===== config.mk =====
export PLATFORM = sky130hd
export DESIGN_NAME = mb_atm
export DESIGN_NICKNAME = d
export VERILOG_FILES = /design/src/rtl/mb_pkg.sv /design/src/rtl/mb_alu.sv /design/src/rtl/mb_atm.sv
export SDC_FILE = /design/constraint.sdc
export NUM_CORES = 1
export LEC_CHECK = 0
export ABC_AREA = 1
export ABC_CLOCK_PERIOD_IN_PS = 2700
export CAP_MARGIN = 20
export CELL_PAD_IN_SITES_DETAIL_PLACEMENT = 1
export CELL_PAD_IN_SITES_GLOBAL_PLACEMENT = 2
export CORE_UTILIZATION = 29
export DETAILED_ROUTE_END_ITERATION = 16
export PLACE_DENSITY = 0.83
export SLEW_MARGIN = 20
export SYNTH_ARGS = -nofsm -noshare
export SYNTH_HDL_FRONTEND = slang
export SYNTH_HIERARCHICAL = 1
export SYNTH_SLANG_ARGS = --single-unit

===== constraint.sdc =====
create_clock -name CLK -period 2.7 [get_ports CLK]
set_input_delay 0.54 -clock CLK [delete_from_list [all_inputs] [get_ports CLK]]
set_output_delay 0.54 -clock CLK [all_outputs]
set_load 0.05 [all_outputs]

===== src/rtl/mb_pkg.sv =====
// Shared definitions for the ATM session controller.
//   state_t   : session FSM states
//   SCR_*     : 5-bit screen codes driven on ECRA
//   OP_*      : 2-bit operation codes on COD / COD_OUT
//   alu_res_t : result bundle returned by mb_alu
package mb_pkg;

  typedef enum logic [2:0] {
    ST_IDLE  = 3'd0,
    ST_PIN   = 3'd1,
    ST_MENU  = 3'd2,
    ST_BLOCK = 3'd3,
    ST_BYE   = 3'd4
  } state_t;

  localparam logic [4:0] SCR_OFF          = 5'd0;
  localparam logic [4:0] SCR_ENTER_PIN    = 5'd1;
  localparam logic [4:0] SCR_PIN_WRONG    = 5'd2;
  localparam logic [4:0] SCR_BLOCKED      = 5'd3;
  localparam logic [4:0] SCR_MENU         = 5'd4;
  localparam logic [4:0] SCR_SHOW_BAL     = 5'd5;
  localparam logic [4:0] SCR_WDRAW_OK     = 5'd6;
  localparam logic [4:0] SCR_DEP_OK       = 5'd7;
  localparam logic [4:0] SCR_INSUFFICIENT = 5'd8;
  localparam logic [4:0] SCR_OVERFLOW     = 5'd9;
  localparam logic [4:0] SCR_INVALID_VAL  = 5'd10;
  localparam logic [4:0] SCR_GOODBYE      = 5'd11;

  localparam logic [1:0] OP_BAL   = 2'b00;
  localparam logic [1:0] OP_WDRAW = 2'b01;
  localparam logic [1:0] OP_DEP   = 2'b10;
  localparam logic [1:0] OP_EXIT  = 2'b11;

  typedef struct packed {
    logic [3:0] bal;   // balance after the operation
    logic [3:0] cash;  // amount dispensed (withdraw success only)
    logic [4:0] scr;   // resulting screen code
  } alu_res_t;

endpackage


===== src/rtl/mb_alu.sv =====
// Combinational balance arithmetic for one menu operation.
//   op  : operation code (OP_*)
//   val : requested amount
//   bal : current balance
//   res : new balance, dispensed cash and screen code
// Failed operations return the balance unchanged and zero cash.
module mb_alu
  import mb_pkg::*;
(
  input  logic [1:0] op,
  input  logic [3:0] val,
  input  logic [3:0] bal,
  output alu_res_t   res
);

  logic [4:0] sum;

  // One extra bit so a deposit that wraps past 15 is detectable.
  assign sum = {1'b0, bal} + {1'b0, val};

  always_comb begin
    res.bal  = bal;
    res.cash = 4'd0;
    res.scr  = SCR_SHOW_BAL;
    case (op)
      OP_BAL: res.scr = SCR_SHOW_BAL;
      OP_WDRAW: begin
        if (val == 4'd0) begin
          res.scr = SCR_INVALID_VAL;
        end else if (val > bal) begin
          res.scr = SCR_INSUFFICIENT;
        end else begin
          res.bal  = bal - val;
          res.cash = val;
          res.scr  = SCR_WDRAW_OK;
        end
      end
      OP_DEP: begin
        if (val == 4'd0) begin
          res.scr = SCR_INVALID_VAL;
        end else if (sum > 5'd15) begin
          res.scr = SCR_OVERFLOW;
        end else begin
          res.bal = sum[3:0];
          res.scr = SCR_DEP_OK;
        end
      end
      default: res.scr = SCR_GOODBYE;
    endcase
  end

endmodule


===== src/rtl/mb_atm.sv =====
// ATM session controller: card session, PIN check with lockout, then
// balance / withdraw / deposit / exit on a 4-bit balance.
//   CLK, RST_N : clock, asynchronous active-low reset
//   EN         : card inserted (level); low returns to IDLE and clears outputs
//   OK         : confirm strobe; PIN, COD and VAL are sampled when it is high
//   PIN        : entered PIN
//   COD, VAL   : operation code and amount
//   SALDO      : account balance, loaded only at session start
//   COD_OUT    : last executed operation code
//   VAL_OUT    : cash dispensed by the last withdraw, else 0
//   SALDO_OUT  : current balance
//   ECRA       : screen code
//   PAR        : XOR of SALDO_OUT bits
// Handshake: OK is a one-cycle strobe with no back-pressure; every OK seen
// while EN is high is consumed on that edge and its result is visible on the
// outputs one clock later. OK while EN is low has no effect.
module mb_atm
  import mb_pkg::*;
#(
  parameter logic [3:0] PIN_CODE  = 4'b1010,
  parameter int         MAX_TRIES = 3
) (
  input  logic       CLK,
  input  logic       RST_N,
  input  logic       EN,
  input  logic       OK,
  input  logic [3:0] PIN,
  input  logic [1:0] COD,
  input  logic [3:0] VAL,
  input  logic [3:0] SALDO,
  output logic [1:0] COD_OUT,
  output logic [3:0] VAL_OUT,
  output logic [3:0] SALDO_OUT,
  output logic [4:0] ECRA,
  output logic       PAR
);

  localparam int TW = $clog2(MAX_TRIES + 1);

  state_t       state, state_nxt;
  logic [TW-1:0] tries, tries_nxt, tries_inc;
  logic [3:0]   bal, bal_nxt;
  logic [1:0]   cod_out, cod_nxt;
  logic [3:0]   val_out, val_nxt;
  logic [4:0]   ecra, ecra_nxt;
  alu_res_t     alu_res;

  mb_alu u_alu (
    .op  (COD),
    .val (VAL),
    .bal (bal),
    .res (alu_res)
  );

  assign tries_inc = tries + TW'(1);

  always_ff @(posedge CLK or negedge RST_N) begin
    if (!RST_N) begin
      state   <= ST_IDLE;
      tries   <= '0;
      bal     <= 4'd0;
      cod_out <= 2'd0;
      val_out <= 4'd0;
      ecra    <= SCR_OFF;
    end else begin
      state   <= state_nxt;
      tries   <= tries_nxt;
      bal     <= bal_nxt;
      cod_out <= cod_nxt;
      val_out <= val_nxt;
      ecra    <= ecra_nxt;
    end
  end

  always_comb begin
    state_nxt = state;
    tries_nxt = tries;
    bal_nxt   = bal;
    cod_nxt   = cod_out;
    val_nxt   = val_out;
    ecra_nxt  = ecra;
    if (!EN) begin
      // Card removed: same visible state as after reset.
      state_nxt = ST_IDLE;
      tries_nxt = '0;
      bal_nxt   = 4'd0;
      cod_nxt   = 2'd0;
      val_nxt   = 4'd0;
      ecra_nxt  = SCR_OFF;
    end else begin
      case (state)
        ST_IDLE: begin
          state_nxt = ST_PIN;
          tries_nxt = '0;
          bal_nxt   = SALDO;
          cod_nxt   = 2'd0;
          val_nxt   = 4'd0;
          ecra_nxt  = SCR_ENTER_PIN;
        end
        ST_PIN: begin
          if (OK) begin
            if (PIN == PIN_CODE) begin
              state_nxt = ST_MENU;
              ecra_nxt  = SCR_MENU;
            end else begin
              tries_nxt = tries_inc;
              if (tries_inc == TW'(MAX_TRIES)) begin
                state_nxt = ST_BLOCK;
                ecra_nxt  = SCR_BLOCKED;
              end else begin
                ecra_nxt = SCR_PIN_WRONG;
              end
            end
          end
        end
        ST_MENU: begin
          if (OK) begin
            cod_nxt  = COD;
            val_nxt  = alu_res.cash;
            bal_nxt  = alu_res.bal;
            ecra_nxt = alu_res.scr;
            if (COD == OP_EXIT) state_nxt = ST_BYE;
          end
        end
        // BLOCK and BYE hold everything until the card is removed.
        default: ;
      endcase
    end
  end

  assign COD_OUT   = cod_out;
  assign VAL_OUT   = val_out;
  assign SALDO_OUT = bal;
  assign ECRA      = ecra;
  assign PAR       = ^bal;

endmodule


==> results.txt, run 1 <==
The run finished with clean final reports. The worst register-to-register path ends at ECRA[2]. The first detailed-routing pass took 4 iterations. Tracing the worst setup path back leads to its startpoint at SALDO_OUT[2]. The worst voltage drop across the vdd grid came out at 0.000659 V. The detailed placement HPWL is 3820 µm. For the pin with the worst max-slew slack, the measured transition is 0.720 ns. Row generation in the floorplan step produced 28 rows.

Sorting the synthesized cells by how often they occur yields 92 x nand2_1, 25 x inv_1, 21 x nor2_1, 20 x dfrtp_1, 15 x nand2_2. The number of cells on the worst reg-to-reg path came out at 14. The static power due to leakage is 0.00119 µW.

After synthesis the netlist holds a flip-flop and latch count of 20. The via total after detailed routing is 1,668. The overflow left after global routing is 0. Setup repair after global routing left no endpoint under its margin. The worst setup path is captured at an output pin.

The cell repeated most along the worst path is xnor2_1. The clock tree buffer depth is 2. The average routed wire per standard cell is 12.7 µm. Global routing used 15.8% of the available tracks across all layers.

The smallest clock period supported by the final layout is computed as 2.49 ns. The reported max-cap violation count is 0. The combined buffer and inverter count along the critical path came out at 1. The post-synthesis cell type count came out at 26. The wire length of the first global-routing pass came out at 8050 µm.

During I/O placement, the number of pins put on the boundary was 34. By startpoint and endpoint, the worst setup path is classified as flip-flop to output pin. For this run, the register share of the synthesized area comes to 27.7%.

In this run, the number of DRC markers left after iteration 0 of detailed routing was 37. Summing every instance area after synthesis gives 0.00181 mm². The slack of the worst reg-to-reg path came out at 0.48 ns. The cell type group with the largest total delay on the critical path is buffers and inverters. The global placement routability congestion came out at 0.821. The synthesized design devotes to its leading area cell type 27.7% of total area.

The required time at the endpoint of the critical path is 2.16 ns. The count of antenna-violating nets left after detailed routing is 0. The number of instances in the synthesized netlist is 256.

The critical path goes through xnor2_1 -> xnor2_1 -> clkdlybuf4s50_1. The synthesized netlist net count is 289. The clock arrives with 0.0105 ns of skew. In this run the number of H-tree levels came out at 1. TritonCTS built the clock tree. The via count of the first global-routing pass came out at 1,715. The most common cell in the synthesized netlist is nand2_1. The source of the worst register-to-register timing path is SALDO_OUT[0]. The clock sink total is 20. The endpoint of the worst setup timing path is PAR. Yosys attributes the largest share of cell area to dfrtp_1 28%, nand2_1 19%, ha_1 9.0%.

The share of the clock period used by the worst path after layout came out at 92.1%. For this run, design rule violations remaining after detail routing come to 0. The area overhead of the layout relative to synthesis came out at 28.6%. In this run the worst hold path is classified as flip-flop to flip-flop. Measured against its own limit, the worst slew margin works out to 51.8%. The upper clock frequency limit came out at 0.402 GHz.

The maximum cell stage delay along the critical path is 0.81 ns. Once the floorplan was initialized, standard cells occupied 30.4% of the core. The proportion of layout cells with a drive suffix above 1 came out at 18.2%. The Yosys step of the flow raised 6 warnings. The number of failing hold endpoints at the final stage is 0.

The worst setup path is launched from a flip-flop. The cell depth of the worst setup path is 3. The number of antenna violations at the first check in global routing came out at 0. The overall power consumption came out at 1930 µW.

The number of setup violations in the final report came out at 0. At the end of the flow the core is filled with cells to 39.0%. The cell area power density is 832 mW/mm². The largest net degree at the start of global routing came out at 21.

The smallest hold slack came out at 0.498 ns. The final number of max-transition violations came out at 0. At the end of the flow, the number of nets in the layout was 330.

Hold repair after CTS inserted 0 buffers. The commonest register cell after synthesis is dfrtp_1. The worst path arrival time came out at 1.95 ns. In this run the worst path has a maximum fanout of 7. The die span in y came out at 81.0 µm. The number of synthesized flops with an enable pin is 0.

TritonCTS created 3 clock buffers. The tree is rooted in a clkbuf_8. Clock-pin slew was measured on the worst setup and hold paths at 0.07 ns. The floorplan step defined a die boundary enclosing 0.00655 mm². The antenna cell count is 0.

Dividing the detail-routed via count by the number of cells gives 4.50. The clock insertion delay at the later pin of the skew report came out at 0.27 ns. The floorplan die width is 81.0 µm. Of all cell types, the one taking the most synthesized area is dfrtp_1. Summed over all failing endpoints, the final setup total negative slack is 0 ns. The number of I/O port buffers came out at 33. The mean area per synthesized cell came out at 7.06 µm². The placeable core area is 0.00596 mm².

The library cell contributing the largest single delay on the critical path is clkdlybuf4s50_1. The final routed wirelength across all metal layers came out at 4710 µm. The post-synthesis async set-or-reset flop share came out at 100%.
==> worst min-delay path by stage <==
| stage | depth (start not counted) | startpoint | endpoint | slack [ns] |
|---|---|---|---|---|
| floorplan | 0 | RST_N | COD_OUT[0] | 0.24 |
| global placement | 2 | VAL_OUT[1] | VAL_OUT[1] | 0.47 |
| detailed placement | 2 | VAL_OUT[3] | VAL_OUT[3] | 0.47 |
| CTS | 2 | VAL_OUT[3] | VAL_OUT[3] | 0.50 |
| global route | 2 | VAL_OUT[3] | VAL_OUT[3] | 0.51 |
| finish | 2 | tries[1] | tries[1] | 0.50 |
==> flip-flops by register name (all words and copies together), names as in the netlist <==
register,flops
ECRA,5
SALDO_OUT,4
VAL_OUT,4
state,3
COD_OUT,2
tries,2
==> cell families (layout without fill, tap and decap cells) <==
logic type	Yosys count	count (layout)	synth area share (%)
DFF	20	20	27.7
AOI/OAI and AO/OA	27	27	10.4
buffers and inverters	32	72	8.24
other	1	1	0.207
adders and majority gates	15	15	11.2
and+or+nand+nor	156	156	39.9
xor gates and xnor gates	5	5	2.42
==> final cells by class <==
type,count,area (µm²)
multi-input cells,204,1170
clock buffers,3,41.3
well taps,75,93.8
repair buffers,40,385
clock inverters,1,30.0
fillers,760,3630
flip-flops and latches,20,500
inverters,28,108
==> metal layers <==
| layer | GRT usage, % | wire [µm] | share of wire [%] |
|---|---|---|---|
| met1 | 20.7 | 2360 | 50 |
| met4 | 2.68 | 28 | 0.59 |
| met3 | 2.70 | 103 | 2.2 |
| met2 | 27.6 | 2220 | 47 |
| met5 | 0 | 0 | 0 |
==> tightest hold or removal path, cell delays in order, from the launching register on <==
cell and delay [ns]:
dfrtp_1 0.36, nand2_1 0.06, nand2_1 0.05
==> metrics by stage <==
step | cell area, µm² | std cells | setup WS, ns
floorplan | 1810 | 256 | 0.371
global placement | 2240 | 367 | -0.0567
detailed placement | 2240 | 367 | -0.129
CTS | 2310 | 371 | 0.174
global route | 2320 | 371 | 0.00865
finish | 2320 | 371 | 0.213
==> what timing repair did <==
item / in CTS / in global routing
endpoints found under the setup margin: 0 / 1
hold endpoints to repair: 0 / 0
setup buffers: 0 / 0
resized for setup: 0 / 1
==> where the power goes <==
part	internal, µW	switching [µW]
clock network	198	108
logic	412	760
registers	364	92.1
total	974	960
==> cells in the final DEF (no fill, tap or decap), types with 3 or more instances in the layout <==
master / n
nand3_1: 14
nand2_1: 92
dfrtp_1: 20
nor2_1: 21
clkbuf_8: 3
a21oi_1: 7
clkdlybuf4s50_1: 32
nor2_2: 4
buf_4: 7
o21ai_1: 5
o21ai_2: 10
o21ai_0: 3
nand2_2: 15
nor2_4: 5
inv_1: 25
ha_1: 13
xnor2_1: 3
Note: power is estimated with default switching activity, not from simulation.
==> run 2, diff against run 1 <==
Settings changed: GPL_TIMING_DRIVEN from default to 0, PLACE_DENSITY 0.83 to default, PLACE_DENSITY_LB_ADDON from default to 0.1.
==> results.txt, run 2 (synthesis results as in run 1) <==
The logic gate share of total power came out at 60.2% (-0.4 points). The minimum clock period is 2.53 ns (+0.0446 ns). The cell internal power dissipation is 977 µW (+0.26%). The number of setup violations in the final report came out at 0 (unchanged). The upper clock frequency limit was 0.395 GHz (-1.8%). The slew of the pin with the lowest slew margin is 0.977 ns (+0.257 ns). The number of gates resized after cts came out at 0 (unchanged). The most critical setup path has its startpoint at SALDO_OUT[1]. The number of cells after detailed placement is 364 (-0.82%). The startpoint type of the worst setup path is a flip-flop. The detailed placement HPWL came out at 3930 µm (+3.1%). The area occupied by registers is 500 µm² (unchanged).

The clock insertion delay at the later pin of the skew report is 0.26 ns (about the same). The clock buffer count from CTS is 3 (unchanged). The instance area after placement came out at 0.00223 mm² (-0.50%). The most frequent standard cell in the layout excluding fill and tap cells is nand2_1. The number of I/O port buffers came to 33 (unchanged).

Setup repair after global routing left no endpoint under its margin. The via total after detailed routing came out at 1,688 (+1.2%). The sequential cell fraction of total power is 24.0% (+0.4 points). The signal on the critical path passes through xor2_1 -> xnor2_1 -> clkdlybuf4s50_1.

The net total in the final layout is 327 (-0.91%). The static power due to leakage is 0.00119 µW (-0.14%). The largest net degree at the start of global routing came out at 21 (unchanged).

The cell area power density came out at 847 mW/mm² (+1.8%). The worst setup path is of the flip-flop to output pin kind. The post-route core utilization is 38.8% (-0.27 points).

Broken down by cell family, the worst path's largest delay share belongs to buffers and inverters. The number of failing hold endpoints at the final stage came out at 0 (unchanged). The number of flip-flops under the largest register name came out at 5 (unchanged).

The type of the most critical hold path is flip-flop to flip-flop. The clock sink total is 20 (unchanged). The worst voltage drop across the vdd grid came to 0.000655 V (-0.65%). The clock network power share came out at 15.7% (about the same).

The depth of the CTS H-tree is 1 (unchanged). The overflow left after global routing came out at 0 (unchanged). From synthesis to final layout, the design area changed by 27.7%. The post-route non-filler standard cell count is 368 (-0.81%).

The die span in y is 81.0 µm (unchanged). The highest net fanout along the worst path is 8 (+1). The proportion of layout cells with a drive suffix above 1 is 17.4% (-0.84 points). The via count normalized by instance count was 4.59 (+2.0%).

The maximum cell stage delay along the critical path came out at 0.81 ns (about the same). The global placement routability congestion is 0.729 (-11%). The switching component of the power is 978 µW (+1.8%).

The area enclosed by the die boundary is 0.00655 mm² (unchanged). The worst setup timing slack at the placement stage came out at -0.133 ns (-0.00451 ns). The area taken by multi-input logic gates is 0.00116 mm² (-0.64%).

The flow ran to the end, and the final reports show no timing, DRC or antenna violations. The iteration-0 DRC count of the detailed router came out at 72 (+95%). The placeable core area is 0.00596 mm² (unchanged). The slowest stage of the critical path belongs to the cell clkdlybuf4s50_1. The worst hold path begins at tries[1]. The required time at the endpoint of the critical path is 2.16 ns (about the same). The post-detailed-route DRC marker count was 0 (unchanged). The number of antenna violations at the first check in global routing came out at 0 (unchanged). The number of top-level pins is 34 (unchanged). TritonCTS built the clock tree.

The switching part of the total power came out at 50.0% (+0.39 points). The total routing resource utilization after global routing came to 16.1% (+0.22 points). Leaving out fill and tap cells, the most frequent cells in the layout are 92 x nand2_1, 31 x clkdlybuf4s50_1, 25 x inv_1, 21 x nor2_1, 20 x dfrtp_1.

The minimum setup slack in the final design is 0.168 ns (-0.0446 ns). The final number of max-transition violations is 0 (unchanged). The count of standard-cell rows is 28 (unchanged). The reported max-cap violation count came out at 0 (unchanged). The floorplan die width came out at 81.0 µm (unchanged). The antenna cell count is 0 (unchanged). The post-CTS setup repair buffer count is 0 (unchanged).

The count of antenna-violating nets left after detailed routing was 0 (unchanged). The share of the clock period used by the worst path after layout is 93.8% (+1.7 points). The clock tree buffer depth came out at 2 (unchanged). The worst register-to-register path begins at SALDO_OUT[0]. The post-CTS clock slew at the launch and capture registers of the worst setup and hold paths was 0.08 ns (about the same). The worst-case headroom to the max-slew limit came out at 34.7% (-17 points). The wire length of the first global-routing pass came out at 8020 µm (-0.35%). The initial standard-cell utilization of the core is 30.4% (unchanged). The number of fill cells is 758 (-0.26%). The clock skew is 0.00338 ns (-0.00713 ns). The detailed-routing iteration count for the pre-antenna-repair pass came to 4 (unchanged).

The combined buffer and inverter count along the critical path is 1 (unchanged). The via count of the first global-routing pass came out at 1,625 (-5.2%). The worst path arrival time was 1.99 ns (+0.04 ns).

The final routed wirelength across all metal layers is 4860 µm (+3.2%). The category of the worst setup path capture point is an output pin. The number of buffers inserted by hold repair at cts was 0 (unchanged). The root buffer selected by CTS is clkbuf_8. The slack of the worst reg-to-reg path came out at 0.42 ns (-0.06 ns). The average routed wire per standard cell came to 13.2 µm (+4.1%). The design area is 0.00231 mm² (-0.70%).
run 2: per-stage QoR:
stage	hold slack, ns	setup TNS (ns)	power (µW)
global route	0.507	0	2110
detailed placement	0.465	-0.168	1670
floorplan	0.244	0	1320
global placement	0.462	-0.172	1650
finish	0.481	0	1950
CTS	0.487	0	1990
run 2: cell type report:
class	count	share of cell area, %
sequential	20	21.7
clock inverter	1	1.30
timing repair buffer	33	14.5
tap	75	4.07
clock buffer	3	1.79
buffer	4	1.79
inverter	28	4.66
multi-input combinational	204	50.2
run 2: tightest hold or removal path: stages (launching register included):
cell and delay (ns):
dfrtp_1 0.35, nand2_1 0.05, nand2_1 0.05
run 2: worst paths after layout:
path	to	cells past startpoint
min in group asynchronous	SALDO_OUT[1]	1
max in group asynchronous	SALDO_OUT[3]	1
hold / removal	tries[1]	2
setup reg to reg	ECRA[2]	14
setup / recovery	PAR	3
hold reg to reg	tries[1]	2
run 2: power groups by stage:
| stage | combinational, µW | sequential, µW | clock, µW |
|---|---|---|---|
| after global placement | 1180 | 476 | 0 |
| after CTS | 1200 | 471 | 320 |
| final | 1180 | 469 | 308 |
| after global routing | 1300 | 482 | 329 |
| after floorplan | 721 | 595 | 0 |
| after detailed placement | 1190 | 477 | 0 |
run 2: layer usage:
| layer | wire [µm] | vias to the layer above | GRT usage, % |
|---|---|---|---|
| met3 | 186 | 0 | 2.70 |
| met5 | 0 | - | 0 |
| met4 | 0 | 0 | 1.61 |
| met2 | 2120 | 31 | 24.5 |
| li1 | - | 868 | - |
| met1 | 2550 | 789 | 24.2 |
==> run 3, diff against run 2 <==
Settings changed: CORE_ASPECT_RATIO from default to 0.9, PLACE_DENSITY_LB_ADDON 0.1 to 0.08.
==> results.txt, run 3 (synthesis results as in run 1) <==
The clock buffer count from CTS was 3 (unchanged). The required time at the endpoint of the critical path came out at 2.16 ns (about the same). The clock skew is 0.00433 ns (+0.000956 ns). The number of top-level pins is 34 (unchanged). The final number of max-transition violations is 0 (unchanged).

The initial standard-cell utilization of the core came out at 30.9% (+0.52 points). The number of failing hold endpoints at the final stage is 0 (unchanged). The number of I/O port buffers is 33 (unchanged). The area overhead of the layout relative to synthesis came out at 27.1%. The clock insertion delay at the later pin of the skew report came out at 0.26 ns (about the same). The library cells used most frequently in the layout, excluding fill and tap cells, are 92 x nand2_1, 30 x clkdlybuf4s50_1, 25 x inv_1, 21 x nor2_1, 20 x dfrtp_1. The number of buffers inserted by hold repair at cts is 0 (unchanged). The proportion of layout cells with a drive suffix above 1 is 17.7% (+0.34 points). The static power due to leakage is 0.00119 µW (about the same). The count of standard-cell rows is 26 (-7.1%). The design area came out at 0.00230 mm² (-0.49%). The detailed-routing iteration count for the pre-antenna-repair pass is 4 (unchanged). The post-CTS setup repair buffer count is 0 (unchanged). The minimum clock period is 2.55 ns (+0.0220 ns).

The area enclosed by the die boundary came out at 0.00655 mm² (about the same). The die span in y came out at 76.9 µm (-5.0%). The count of antenna-violating nets left after detailed routing came out at 0 (unchanged). The overall power consumption came to 1960 µW (+0.10%).

The number of antenna violations at the first check in global routing is 0 (unchanged). The startpoint type of the worst setup path is a flip-flop. The number of gates resized after cts came to 0 (unchanged). The iteration-0 DRC count of the detailed router came to 74 (+2.8%).

The highest net fanout along the worst path came out at 8 (unchanged). The overflow left after global routing came to 0 (unchanged). The flow ran to the end, and the final reports show no timing, DRC or antenna violations. The detailed placement HPWL is 4120 µm (+4.8%).

The post-detailed-route DRC marker count is 0 (unchanged). The antenna cell count is 0 (unchanged). TritonCTS built the clock tree.

The worst-case headroom to the max-slew limit came out at 66.5% (+32 points). The total routing resource utilization after global routing is 17.0% (+0.93 points). The worst setup path is captured at an output pin. The post-CTS clock slew at the launch and capture registers of the worst setup and hold paths is 0.08 ns (about the same).

The upper clock frequency limit is 0.392 GHz (-0.86%). The number of flip-flops under the largest register name came out at 5 (unchanged). The final routed wirelength across all metal layers is 5000 µm (+3.0%). The placeable core area came out at 0.00586 mm² (-1.7%). Setup repair after global routing left no endpoint under its margin. The number of cells after detailed placement came out at 359 (-1.4%). The library cell used most frequently in the layout, excluding fill and tap cells, is nand2_1. The critical path is of the flip-flop to output pin type. The wire length of the first global-routing pass came to 8760 µm (+9.3%). The average routed wire per standard cell was 13.8 µm (+4.4%). The slew of the pin with the lowest slew margin came out at 0.501 ns (-0.476 ns). CTS placed an instance of clkbuf_8 at the clock tree root. The worst hold path belongs to the class primary input to async pin. The net total in the final layout is 327 (unchanged). The global placement routability congestion came to 0.765 (+4.9%).

The post-route non-filler standard cell count is 363 (-1.4%). The clock tree buffer depth is 2 (unchanged). The floorplan die width came out at 85.2 µm (+5.3%). The largest net degree at the start of global routing was 21 (unchanged). The cell area power density came out at 852 mW/mm² (+0.60%). The via count of the first global-routing pass is 1,747 (+7.5%). The share of the clock period used by the worst path after layout was 94.6% (+0.82 points). The reported max-cap violation count came out at 0 (unchanged). The instance area after placement came out at 0.00223 mm² (-0.28%). The via count normalized by instance count is 4.61 (+0.42%).

The clock sink total came out at 20 (unchanged). The via total after detailed routing is 1,672 (-0.95%). The number of fill cells is 749 (-1.2%).

The number of setup violations in the final report came out at 0 (unchanged). The depth of the CTS H-tree is 1 (unchanged). The worst voltage drop across the vdd grid is 0.000301 V (-54%). The worst path arrival time is 2.01 ns (+0.02 ns).
-- run 3: cell type report --
class,instances,area [µm²],share of cell area [%]
clock inverters,1,30.0,1.31
plain buffers,4,41.3,1.80
repair buffers,33,330,14.4
multi-input cells,204,1160,50.4
well taps,70,87.6,3.81
clock buffers,3,41.3,1.80
inverters,28,108,4.68
flip-flops and latches,20,500,21.8
-- run 3: metrics by stage --
step	hold WS (ns)	TNS, ns	setup slack, ns	util, %
2_1_floorplan	0.244	0	0.371	-
3_3_place_gp	0.468	-0.362	-0.139	38.0
3_5_place_dp	0.477	-0.462	-0.147	38.0
4_1_cts	0.498	0	0.122	39.2
5_1_grt	0.254	0	0.0408	39.2
6_report	0.219	0	0.146	39.2
-- run 3: where the power goes --
group	internal [µW]	switching [µW]	leakage (µW)	total [µW]
clock network	198	111	0.0000357	309
logic	416	759	0.000886	1180
registers	364	108	0.000270	472
total	978	979	0.00119	1960
-- run 3: worst max-delay path, cell delays in order (launching register included) --
cell             delay [ns]
dfrtp_1                0.58
xor2_1                 0.22
xnor2_1                0.14
clkdlybuf4s50_1        0.81
-- run 3: worst paths after layout --
check	startpoint	endpoint	slack (ns)	cells past startpoint
setup / recovery	SALDO_OUT[1]	PAR	0.15	3
hold / removal	RST_N	VAL_OUT[1]	0.22	1
setup reg to reg	SALDO_OUT[0]	ECRA[2]	0.40	14
hold reg to reg	ECRA[4]	ECRA[4]	0.49	2
max in group asynchronous	RST_N	state[0]	2.15	1
min in group CLK	ECRA[4]	ECRA[4]	0.49	2
-- run 3: per-layer routing --
layer  vias up  wire [µm]  part of all wire (%)  GRT usage (%)
met5         -          0                     0              0
met4         0          8                  0.16           2.03
met3         3        124                   2.5           2.69
met2        22       2100                    42           25.9
met1       782       2770                    55           25.7
li1        865          -                     -              -
